`config.mk`:
```
export PLATFORM = sky130hd
export DESIGN_NAME = lcv_mul_acc_pipe
export DESIGN_NICKNAME = d
export VERILOG_FILES = /design/src/rtl/lcv_mul_acc_pipe.sv
export SDC_FILE = /design/constraint.sdc
export NUM_CORES = 1
export LEC_CHECK = 0
export BUFFER_PORTS_ARGS = -buffer_cell sky130_fd_sc_hd__clkbuf_2
export CORE_ASPECT_RATIO = 1.4
export CORE_UTILIZATION = 30
export CTS_CLUSTER_DIAMETER = 100
export DETAILED_ROUTE_END_ITERATION = 16
export HOLD_SLACK_MARGIN = 0.03
export REMOVE_ABC_BUFFERS = 1
export SLEW_MARGIN = 20
export SYNTH_ARGS = -nofsm -noshare
export SYNTH_HDL_FRONTEND = slang
export SYNTH_SLANG_ARGS = --single-unit
export TNS_END_PERCENT = 5
```
`constraint.sdc`:
```
create_clock -name clk -period 7.85 [get_ports clk]
set_clock_uncertainty 0.05 [all_clocks]
set_input_delay 0.3925 -clock clk [delete_from_list [all_inputs] [get_ports clk]]
set_output_delay 0.3925 -clock clk [all_outputs]
set_load 0.01 [all_outputs]
```
`src/rtl/lcv_mul_acc_pipe.sv`:
```
// lcv_mul_acc_pipe: two-stage signed multiply-accumulate with valid/ready on
// both sides, a persistent accumulator, per-beat modes, end-of-group clearing
// and optional saturation.
module lcv_mul_acc_pipe #(
  parameter int IN_WIDTH  = 16,
  parameter int ACC_WIDTH = 40,
  parameter bit SAT       = 1'b1
) (
  input  logic                        clk,
  input  logic                        rst,
  input  logic                        in_valid,
  output logic                        in_ready,
  input  logic signed [IN_WIDTH-1:0]  in_a,
  input  logic signed [IN_WIDTH-1:0]  in_b,
  input  logic signed [ACC_WIDTH-1:0] in_c,
  input  logic [1:0]                  in_mode,
  input  logic                        in_last,
  output logic                        out_valid,
  input  logic                        out_ready,
  output logic signed [ACC_WIDTH-1:0] out_data,
  output logic                        out_ovf,
  output logic                        out_last
);
  localparam int PW = 2 * IN_WIDTH;   // full product width
  localparam int XW = ACC_WIDTH + 2;  // headroom for the R-stage add/sub

  localparam logic signed [ACC_WIDTH-1:0] ACC_MAX = {1'b0, {(ACC_WIDTH-1){1'b1}}};
  localparam logic signed [ACC_WIDTH-1:0] ACC_MIN = {1'b1, {(ACC_WIDTH-1){1'b0}}};

  typedef enum logic [1:0] {
    MODE_MUL_ADD = 2'd0,
    MODE_ACC     = 2'd1,
    MODE_LOAD    = 2'd2,
    MODE_ACC_SUB = 2'd3
  } mode_e;

  // The accumulator must hold any single product plus a sign bit.
  if (ACC_WIDTH < 2 * IN_WIDTH + 1) begin : g_width_check
    $error("lcv_mul_acc_pipe: ACC_WIDTH must be >= 2*IN_WIDTH+1");
  end

  // P stage
  logic                        p_valid_q;
  logic signed [PW-1:0]        p_prod_q;
  logic signed [PW-1:0]        p_prod_d;
  logic signed [ACC_WIDTH-1:0] p_c_q;
  mode_e                       p_mode_q;
  logic                        p_last_q;

  // R stage
  logic                        out_valid_q;
  logic signed [ACC_WIDTH-1:0] out_data_q;
  logic                        out_ovf_q;
  logic                        out_last_q;
  logic signed [ACC_WIDTH-1:0] acc_q;
  logic signed [ACC_WIDTH-1:0] acc_d;
  logic signed [ACC_WIDTH-1:0] res_d;
  logic                        ovf_d;
  logic signed [XW-1:0]        r_x;

  logic advance;

  // Both stages shift together whenever the output slot is free or draining.
  assign advance  = !out_valid_q || out_ready;
  assign in_ready = advance;

  // Bare product so synthesis can map it onto a DSP multiplier.
  assign p_prod_d = PW'(in_a) * PW'(in_b);

  // P-stage register: captures the product and the beat's side information.
  always_ff @(posedge clk or posedge rst) begin
    // NOTE: the data registers are reset too, so outputs and P-stage contents
    // read as 0 during and straight after reset rather than as stale values.
    if (rst) begin
      p_valid_q <= 1'b0;
      p_prod_q  <= '0;
      p_c_q     <= '0;
      p_mode_q  <= MODE_MUL_ADD;
      p_last_q  <= 1'b0;
    end else if (advance) begin
      // NOTE: non-blocking assignments here so every register samples the
      // pre-edge values, independent of statement order.
      p_valid_q <= in_valid;
      if (in_valid) begin
        p_prod_q <= p_prod_d;
        p_c_q    <= in_c;
        p_mode_q <= mode_e'(in_mode);
        p_last_q <= in_last;
      end
    end
  end

  // R-stage arithmetic: mode select, overflow detect, clamp or wrap, acc update.
  always_comb begin
    // NOTE: every output of this block gets a default first, so no path
    // through the case/if structure can leave a latch behind.
    r_x   = '0;
    res_d = '0;
    ovf_d = 1'b0;
    acc_d = acc_q;

    unique case (p_mode_q)
      MODE_MUL_ADD: r_x = XW'(p_prod_q) + XW'(p_c_q);
      MODE_ACC:     r_x = XW'(acc_q) + XW'(p_prod_q);
      MODE_LOAD:    r_x = XW'(p_c_q) + XW'(p_prod_q);
      MODE_ACC_SUB: r_x = XW'(acc_q) - XW'(p_prod_q);
    endcase

    // In range only if the bits above the ACC_WIDTH sign bit all match it.
    ovf_d = (r_x[XW-1:ACC_WIDTH-1] != {(XW-ACC_WIDTH+1){r_x[XW-1]}});
    res_d = r_x[ACC_WIDTH-1:0];
    if (SAT && ovf_d) begin
      res_d = r_x[XW-1] ? ACC_MIN : ACC_MAX;
    end

    if (p_valid_q) begin
      if (p_last_q) begin
        acc_d = '0;
      end else if (p_mode_q != MODE_MUL_ADD) begin
        acc_d = res_d;
      end
    end
  end

  // R-stage register: output slot and accumulator, updated only for real beats.
  always_ff @(posedge clk or posedge rst) begin
    if (rst) begin
      out_valid_q <= 1'b0;
      out_data_q  <= '0;
      out_ovf_q   <= 1'b0;
      out_last_q  <= 1'b0;
      acc_q       <= '0;
    end else if (advance) begin
      out_valid_q <= p_valid_q;
      if (p_valid_q) begin
        out_data_q <= res_d;
        out_ovf_q  <= ovf_d;
        out_last_q <= p_last_q;
        acc_q      <= acc_d;
      end
    end
  end

  assign out_valid = out_valid_q;
  assign out_data  = out_data_q;
  assign out_ovf   = out_ovf_q;
  assign out_last  = out_last_q;

endmodule

```
==> results of run 1 <==
how the worst min path moves through the flow:
stage | start | to | slack [ns] | cells after the start
2_1_floorplan | p_valid_q | out_valid | 0.40 | 2
3_3_place_gp | rst | out_ovf | 0.35 | 2
3_5_place_dp | rst | out_ovf | 0.35 | 2
4_1_cts | in_c[22] | p_c_q[22] | 0.09 | 2
5_1_grt | in_c[2] | p_c_q[2] | 0.11 | 2
6_report | in_c[22] | p_c_q[22] | 0.11 | 2
layout by cell type, fill, tap and decap left out, types with 23 or more instances in the layout:
cell	n
o21ai_0	136
fa_1	264
nand2b_1	28
clkbuf_2	122
o31ai_1	33
ha_1	165
inv_1	341
xnor2_1	73
xor2_1	54
nand2_1	275
nor2_1	104
a21oi_1	117
dfrtp_1	158
a21o_1	59
mux2_2	53
and2_1	122
nand3_1	23
a211oi_1	33
metrics by stage:
| stage | utilization, % | cells | area (um^2) | hold slack [ns] | setup WS, ns |
|---|---|---|---|---|---|
| floorplan | - | 2278 | 20900 | 0.401 | 1.07 |
| global placement | 32.5 | 3353 | 22800 | 0.351 | 1.02 |
| detailed placement | 32.5 | 3353 | 22800 | 0.352 | 0.949 |
| CTS | 33.3 | 3386 | 23400 | 0.0878 | 1.17 |
| global route | 33.3 | 3386 | 23400 | 0.111 | 0.645 |
| finish | 33.3 | 3386 | 23400 | 0.111 | 1.20 |
flip-flops by register name, indices dropped and copies added, names as in the netlist:
register,cells
acc_q,40
out_data,40
out_last,1
out_ovf,1
out_valid,1
p_c_q,40
p_last_q,1
p_mode_q,2
p_prod_q,32
p_valid_q,1
layout make-up:
class | instances | area [um^2] | area share, %
Timing Repair Buffer | 140 | 748 | 3.20
Sequential cell | 159 | 3980 | 17.0
Clock buffer | 19 | 453 | 1.94
Clock inverter | 13 | 100 | 0.428
Tap cell | 936 | 1170 | 5.00
Inverter | 343 | 1290 | 5.52
Multi-Input combinational cell | 1776 | 15700 | 66.9
cell families (layout without fill, tap and decap cells):
kind of cell | after synthesis | in the layout
AOI/OAI and AO/OA | 528 | 528
xor gates and xnor gates | 127 | 127
adders and majority gates | 429 | 429
buffers and inverters | 436 | 515
DFF | 159 | 159
muxes | 61 | 61
and+or+nand+nor | 631 | 631
what timing repair did:
action / in CTS / in global routing
hold endpoints to repair: 36 / 0
hold buffers: 1 / 0
setup endpoints to repair: 0 / 0
layer usage:
metal	wire [um]	share of wire (%)	vias up	GRT usage (%)
met5	0	0	-	0
met4	1430	2.5	0	6.12
met3	1830	3.2	76	1.57
met2	30500	52	327	31.1
met1	24300	42	8217	19.9
li1	-	-	7988	-
worst max-delay path, stage by stage (launching register included):
cell and delay [ns]:
dfrtp_1 0.47, nor4_4 0.41, nor4b_1 0.31, buf_4 0.19
nand3_1 0.15, or3_1 0.39, o41ai_1 0.31, xor2_1 0.13
ha_1 0.44, and3_1 0.21, nand2_1 0.07, a2111oi_0 0.45
a211oi_1 0.24, a211oi_1 0.36, nor3_1 0.11, o21ai_0 0.28
xor2_1 0.12, mux2_2 0.27, ha_1 0.29, inv_1 0.07
a221oi_4 0.21, buf_4 0.27, nand2b_1 0.51, o21ai_0 0.16
==> flow_summary_export.csv, run 1 <==
group,metric,value,unit
clock_tree,cts_tree,"yes",
timing,rsz0062_at_grt,"false",
detailed_routing,post_drt_via_cell_ratio,4.90,
global_route,gr-usage-all-layers,16.8,%
timing,slew_viol_final,0,
synthesis,synth_top_family_by_area,"adder cells",
floorplan,start_util,30.3,%
synthesis,synth_seq_cells,159,
timing,worst_pin_slew,0.873,ns
timing,relSlewSlack,41.8,%
critical_path,cp_max_fo,17,
detailed_routing,wl,58000,um
clock_tree,max-clock-path-buffers,2,
critical_path,worstSetupStartpointType,"flip-flop",
synthesis,synthXorXnorAreaFrac,5.23,%
synthesis,syn_area,21300,um^2
critical_path,endpoint,"out_data[25]",
placement,gp_congestion,0.985,
synthesis,ys.flop_type,"dfrtp_1",
clock_tree,cts_setup_buffers,0,
final_layout,drive_gt1_share,10.2,%
timing,fmax,150,MHz
timing,finalCritPeriodShare,84.7,%
detailed_routing,postRouteAntennaNets,0,
final_layout,fill_cells,7514,
critical_path,reg2reg_slack,1.20,ns
synthesis,netlist_top_cells_count,"inv_1 (342), nand2_1 (277), fa_1 (264)",
synthesis,muxShareOfSynthArea,3.18,%
clock_tree,cts_root_buffer,"clkbuf_16",
timing,finalSetupViolCount,0,
final_layout,diodes,0,
timing,finalHoldViolCount,0,
clock_tree,clock_sinks,159,
timing,fin_crit,6.65,ns
global_route,grt-ovfl-total,0,
synthesis,synth-seq-area-share,18.7,%
final_layout,final_nets,2945,
floorplan,io_pins,123,
critical_path,critical_path_class,"reg -> reg",
detailed_routing,drtIter0Drc,693,
synthesis,synth_most_common_cell,"inv_1",
hold_path,hold_path.class,"in -> reg",
clock_tree,cts.htree.levels,4,
floorplan,core-area,70200,um^2
synthesis,postSynthCellCount,2371,
clock_tree,numCtsBuffers,17,
critical_path,rr_worst_depth,23,
floorplan,die_h,317,um
global_route,grt_start_max_net_pins,67,
synthesis,synth_area_per_cell,8.97,um^2
clock_tree,clk_latency,0.46,ns
critical_path,cp-startpoint,"p_prod_q[2]",
global_route,grt_pass1_vias,17500,
placement,portBuffers,122,
synthesis,netlist.area_leader.share,24.8,%
detailed_routing,drc,0,
synthesis,async_reset_ff_share,100,%
floorplan,fp.dieW,227,um
placement,dp_hpwl,48100,um
detailed_routing,routedWlPerCell,17.1,um
synthesis,synth_compound_area_share,16.3,%
synthesis,ys_warn_count,0,
critical_path,critPathRequiredTime,8.11,ns
synthesis,yosys.area.top_type,"fa_1",
critical_path,r2r_start,"p_prod_q[2]",
timing,setup_tns,0,ns
critical_path,cp-end-kind,"flip-flop",
clock_tree,cts.reportedPaths.clkPinSlew,0.07,ns
global_route,grt_pass1_wl,94400,um
floorplan,num_rows,115,
final_layout,area_growth,10.0,%
synthesis,synthDistinctLibCells,77,
run_status,status,"complete, no violations",
detailed_routing,via_count,16600,
global_route,antenna_found_initial,0,
synthesis,yosys.area_share.adder,34.6,%
critical_path,arrival,6.91,ns
critical_path,r2r_end,"out_data[25]",
run,max_cap_violations,0,
detailed_routing,dr.pass1.iters,5,
synthesis,synth_edf_count,0,
synthesis,yosys.area_share.simple,14.3,%
floorplan,die_area,72000,um^2
clock_tree,ctsResizeCount,0,
synthesis,ys_top_cells_by_area,"fa_1 (25%), dfrtp_1 (19%), ha_1 (9.7%), inv_1 (6.0%), nand2_1 (4.9%)",
Power of run 1 is not shown: default switching activity piles up to over one toggle a cycle in this logic, so the estimate is an artifact.
==> run 2, diff against run 1 <==
- clock period: 7.85 -> 6.3 ns (I/O delays scaled with it)
==> flow_summary_export.csv, run 2 (same netlist as run 1, synthesis figures left out) <==
group,metric,value,unit
final_layout,final_nets,3080,
critical_path,r2r_end,"out_data[12]",
timing,fmax,170,MHz
critical_path,cp_max_fo,10,
timing,worst_pin_slew,0.934,ns
clock_tree,cts_root_buffer,"clkbuf_16",
critical_path,cp-startpoint,"in_b[1]",
clock_tree,numCtsBuffers,17,
detailed_routing,postRouteAntennaNets,0,
critical_path,r2r_start,"p_prod_q[2]",
final_layout,area_growth,15.9,%
final_layout,multi_input_area,15700,um^2
floorplan,fp.dieW,227,um
critical_path,endpoint,"p_prod_q[30]",
floorplan,core-area,70200,um^2
timing,finalSetupViolCount,0,
critical_path,reg2reg_slack,0.42,ns
clock_tree,cts.htree.levels,4,
global_route,grt_pass1_wl,96800,um
placement,gp_congestion,0.924,
placement,portBuffers,122,
final_layout,final_common_cell,"inv_1",
detailed_routing,via_count,17100,
clock_tree,cts_tree,"yes",
global_route,gr-usage-all-layers,17.2,%
final_layout,fill_cells,7337,
detailed_routing,post_drt_via_cell_ratio,4.85,
clock_tree,max-clock-path-buffers,2,
final_layout,regArea,3980,um^2
timing,fin_crit,5.88,ns
floorplan,io_pins,123,
timing,finalHoldViolCount,0,
detailed_routing,drtIter0Drc,924,
critical_path,rr_worst_depth,23,
final_layout,final_cell_mix,"inv_1 (341), nand2_1 (275), fa_1 (264)",
critical_path,critical_path_class,"in -> reg",
critical_path,worstSetupStartpointType,"primary input",
floorplan,start_util,30.3,%
detailed_routing,dr.pass1.iters,5,
floorplan,die_h,317,um
hold_path,hold_path.class,"in -> reg",
global_route,grt_pass1_vias,18300,
final_layout,diodes,0,
final_layout,stdcell_count,3521,
timing,relSlewSlack,37.7,%
placement,pre_cts_slack,-0.0564,ns
critical_path,arrival,6.16,ns
global_route,grt_start_max_net_pins,71,
floorplan,die_area,72000,um^2
clock_tree,cts.reportedPaths.clkPinSlew,0.07,ns
critical_path,cp-end-kind,"flip-flop",
critical_path,critPathRequiredTime,6.58,ns
final_layout,drive_gt1_share,14.0,%
detailed_routing,routedWlPerCell,16.7,um
timing,slew_viol_final,0,
timing,setup_ws,0.421,ns
detailed_routing,drc,0,
timing,setup_tns,0,ns
timing,whs,0.0588,ns
run_status,status,"complete, no violations",
clock_tree,clk_latency,0.46,ns
floorplan,num_rows,115,
run,max_cap_violations,0,
placement,dpl.cell_count,3458,
global_route,antenna_found_initial,2,
global_route,grt-ovfl-total,0,
placement,dp_hpwl,50300,um
clock_tree,clock_sinks,159,
detailed_routing,wl,59000,um
timing,finalCritPeriodShare,93.3,%
==> run 2: cell types whose count changed in the layout (fill, tap and decap cells not counted), moves of 3 or more <==
cell / before / now
dlygate4sd3_1: 1 / 29
clkinv_2: 4 / 1
bufinv_16: 0 / 3
buf_4: 17 / 120
buf_12: 0 / 3
==> run 2: repair_timing <==
action | CTS | global route
resized for setup | 0 | 9
setup buffers | 0 | 2
endpoints found under the hold margin | 58 | 0
setup endpoints to repair | 0 | 40
hold buffers | 29 | 0
==> run 2: how the worst min path moves through the flow <==
stage / startpoint / end / slack (ns) / cells after the start
after floorplan: p_valid_q / out_valid / 0.40 / 2
after global placement: rst / out_data[3] / 0.25 / 2
after detailed placement: rst / out_data[3] / 0.25 / 2
after CTS: in_c[28] / p_c_q[28] / 0.03 / 2
after global routing: in_c[9] / p_c_q[9] / 0.06 / 2
final: in_c[28] / p_c_q[28] / 0.06 / 2
==> run 2: area by class of cell <==
class                      count  area share (%)
timing repair buffer         275            7.60
clock inverter                14           0.792
tap                          936            4.75
multi-input combinational   1776            63.7
inverter                     343            5.24
clock buffer                  18            1.78
sequential                   159            16.1
==> run 2: worst max-delay path, cell delays in order <==
cell and delay [ns]:
clkbuf_2 0.20, buf_4 0.21, nand2_1 0.11, fa_1 0.53, fa_1 0.54, inv_1 0.04, ha_1 0.21, fa_1 0.45
ha_1 0.28, inv_1 0.04, fa_1 0.47, inv_1 0.04, ha_1 0.34, and2_1 0.18, a221oi_1 0.33, a21oi_1 0.16
o31a_1 0.36, a21oi_1 0.14, buf_4 0.13, o211ai_1 0.16, a2111oi_0 0.52, o41ai_1 0.16, xnor2_1 0.14, o21ai_0 0.08
==> run 2: metal layers <==
metal | GRT usage, % | wire length (um) | share of wire [%] | vias up
li1 | - | - | - | 8250
met1 | 19.6 | 23800 | 40 | 8414
met5 | 0 | 11 | 0.019 | -
met4 | 5.86 | 1510 | 2.6 | 2
met3 | 1.52 | 1610 | 2.7 | 91
met2 | 33.0 | 32000 | 54 | 319
==> run 2: through the flow <==
stage / cell area, um^2 / utilization (%)
floorplan: 20900 / -
global placement: 23700 / 33.7
detailed placement: 23700 / 33.7
CTS: 24600 / 35.0
global route: 24600 / 35.1
finish: 24600 / 35.1
Power of run 2 is left out for the same reason.
==> run 3, diff against run 2 <==
--- a/config.mk
+++ b/config.mk
@@ -11,5 +11,7 @@
 export CTS_CLUSTER_DIAMETER = 100
 export DETAILED_ROUTE_END_ITERATION = 16
+export GPL_TIMING_DRIVEN = 0
 export HOLD_SLACK_MARGIN = 0.03
+export PLACE_DENSITY_LB_ADDON = 0.08
 export REMOVE_ABC_BUFFERS = 1
 export SLEW_MARGIN = 20
==> constraint.sdc (replaced) <==
create_clock -name clk -period 6.3 [get_ports clk]
set_clock_uncertainty 0.05 [all_clocks]
set_input_delay 0.63 -clock clk [delete_from_list [all_inputs] [get_ports clk]]
set_output_delay 0.63 -clock clk [all_outputs]
set_load 0.01 [all_outputs]
==> flow_summary_export.csv, run 3 (same netlist as run 1, synthesis figures left out) <==
group,metric,value,unit
critical_path,r2r_end,"acc_q[6]",
global_route,grt_start_max_net_pins,92,
run_status,status,"complete, no violations",
detailed_routing,wl,62400,um
floorplan,io_pins,123,
clock_tree,cts.htree.levels,4,
floorplan,die_h,317,um
global_route,grt_pass1_vias,17600,
hold_path,hold_path.class,"in -> async",
clock_tree,clock_sinks,159,
detailed_routing,via_count,16500,
clock_tree,numCtsBuffers,17,
critical_path,arrival,6.35,ns
timing,finalCritPeriodShare,96.3,%
clock_tree,cts_root_buffer,"clkbuf_16",
timing,rsz0062_at_grt,"true",
timing,fin_crit,6.07,ns
detailed_routing,routedWlPerCell,18.3,um
final_layout,diodes,0,
final_layout,stdcell_count,3405,
clock_tree,clk_latency,0.46,ns
detailed_routing,post_drt_via_cell_ratio,4.85,
placement,dp_hpwl,50600,um
global_route,antenna_found_initial,4,
final_layout,drive_gt1_share,13.3,%
final_layout,final_nets,2964,
floorplan,fp.dieW,227,um
final_layout,multi_input_area,16000,um^2
clock_tree,cts_tree,"yes",
timing,finalHoldViolCount,0,
timing,relSlewSlack,34.6,%
global_route,grt-ovfl-total,0,
final_layout,final_cell_mix,"inv_1 (339), nand2_1 (271), fa_1 (260)",
timing,fmax,165,MHz
critical_path,worstSetupStartpointType,"primary input",
timing,setup_tns,0,ns
critical_path,cp_max_fo,16,
floorplan,num_rows,115,
global_route,grt_pass1_wl,99100,um
critical_path,path_cells,"clkbuf_4 -> and2_1 -> fa_1 -> inv_1 -> fa_1 -> inv_1 -> fa_1 -> fa_1 -> fa_1 -> inv_1 -> fa_1 -> inv_1 -> ha_1 -> and4_1 -> and3_1 -> a21oi_2 -> o211ai_1 -> a2111oi_2 -> o41ai_2 -> xnor2_1 -> o21ai_0",
clock_tree,max-clock-path-buffers,2,
critical_path,cp-end-kind,"flip-flop",
floorplan,start_util,30.3,%
critical_path,cpMaxStageDelayCell,"fa_1",
timing,finalSetupViolCount,0,
clock_tree,cts.reportedPaths.clkPinSlew,0.07,ns
placement,dpl.cell_count,3344,
floorplan,die_area,72000,um^2
critical_path,critical_path_class,"in -> reg",
detailed_routing,drc,0,
critical_path,critPathRequiredTime,6.59,ns
final_layout,fin_util,34.6,%
detailed_routing,drtIter0Drc,674,
timing,worst_pin_slew,0.973,ns
final_layout,fill_cells,7365,
critical_path,reg2reg_slack,0.25,ns
critical_path,rr_worst_depth,23,
floorplan,core-area,70200,um^2
detailed_routing,postRouteAntennaNets,0,
final_layout,regArea,3990,um^2
critical_path,cp_common_cell,"fa_1",
detailed_routing,dr.pass1.iters,5,
placement,placed_area,22900,um^2
critical_path,r2r_start,"p_mode_q[0]",
placement,portBuffers,122,
final_layout,stdcell_area,24300,um^2
clock_tree,cts_hold_buf,0,
final_layout,final_common_cell,"inv_1",
placement,gp_congestion,0.880,
timing,slew_viol_final,0,
global_route,gr-usage-all-layers,17.9,%
final_layout,area_growth,14.1,%
critical_path,slowest_delay,0.53,ns
run,max_cap_violations,0,
[run 3: changes by cell type in the layout (fill, tap and decap cells not counted), sizes merged]
cell | before | now
buf | 124 | 60
clkinvlp | 0 | 5
inv | 349 | 348
nand2b | 28 | 29
clkinv | 5 | 2
dlygate4sd3 | 29 | 0
clkbuf | 140 | 115
[run 3: layout make-up]
type,instances,area share [%]
Inverter,343,5.37
Sequential cell,159,16.4
Tap cell,936,4.83
Clock inverter,15,0.804
Clock buffer,17,1.75
Timing Repair Buffer,158,4.77
Multi-Input combinational cell,1777,66.1
[run 3: what timing repair did]
action,4_1_cts,5_1_grt
pin swaps,8,18
buffers inserted,21,7
setup endpoints to repair,87,81
gates cloned,1,0
resized for setup,66,97
[run 3: worst max-delay path by stage]
stage | start | to | slack [ns] | cells past startpoint
5_1_grt | in_b[2] | p_prod_q[30] | -0.04 | 22
6_report | in_a[4] | p_prod_q[30] | 0.23 | 21
3_3_place_gp | p_mode_q[0] | acc_q[4] | -4.93 | 18
4_1_cts | in_b[1] | p_prod_q[31] | -0.01 | 22
2_1_floorplan | p_prod_q[2] | acc_q[11] | -0.48 | 23
3_5_place_dp | p_prod_q[2] | acc_q[34] | -3.60 | 21
[run 3: routing by layer]
layer	GRT usage (%)	wire (um)
met5	0	51
met4	6.24	1730
met3	1.70	1810
met2	33.0	32200
met1	21.6	26600
[run 3: metrics by stage]
| step | hold slack [ns] | setup slack [ns] |
|---|---|---|
| after global placement | 0.412 | -4.93 |
| after CTS | 0.149 | -0.00999 |
| after detailed placement | 0.421 | -3.60 |
| final | 0.137 | 0.231 |
| after global routing | 0.174 | -0.0365 |
| after floorplan | 0.401 | -0.479 |
[run 3: worst max-delay path: cells and delay by family]
family	cells	cell delay, ns
AOI/OAI and AO/OA	5	1.21
adders and majority gates	7	3.30
and+or+nand+nor	3	0.63
buffers and inverters	5	0.41
xor gates and xnor gates	1	0.18
Power of run 3 is left out for the same reason.
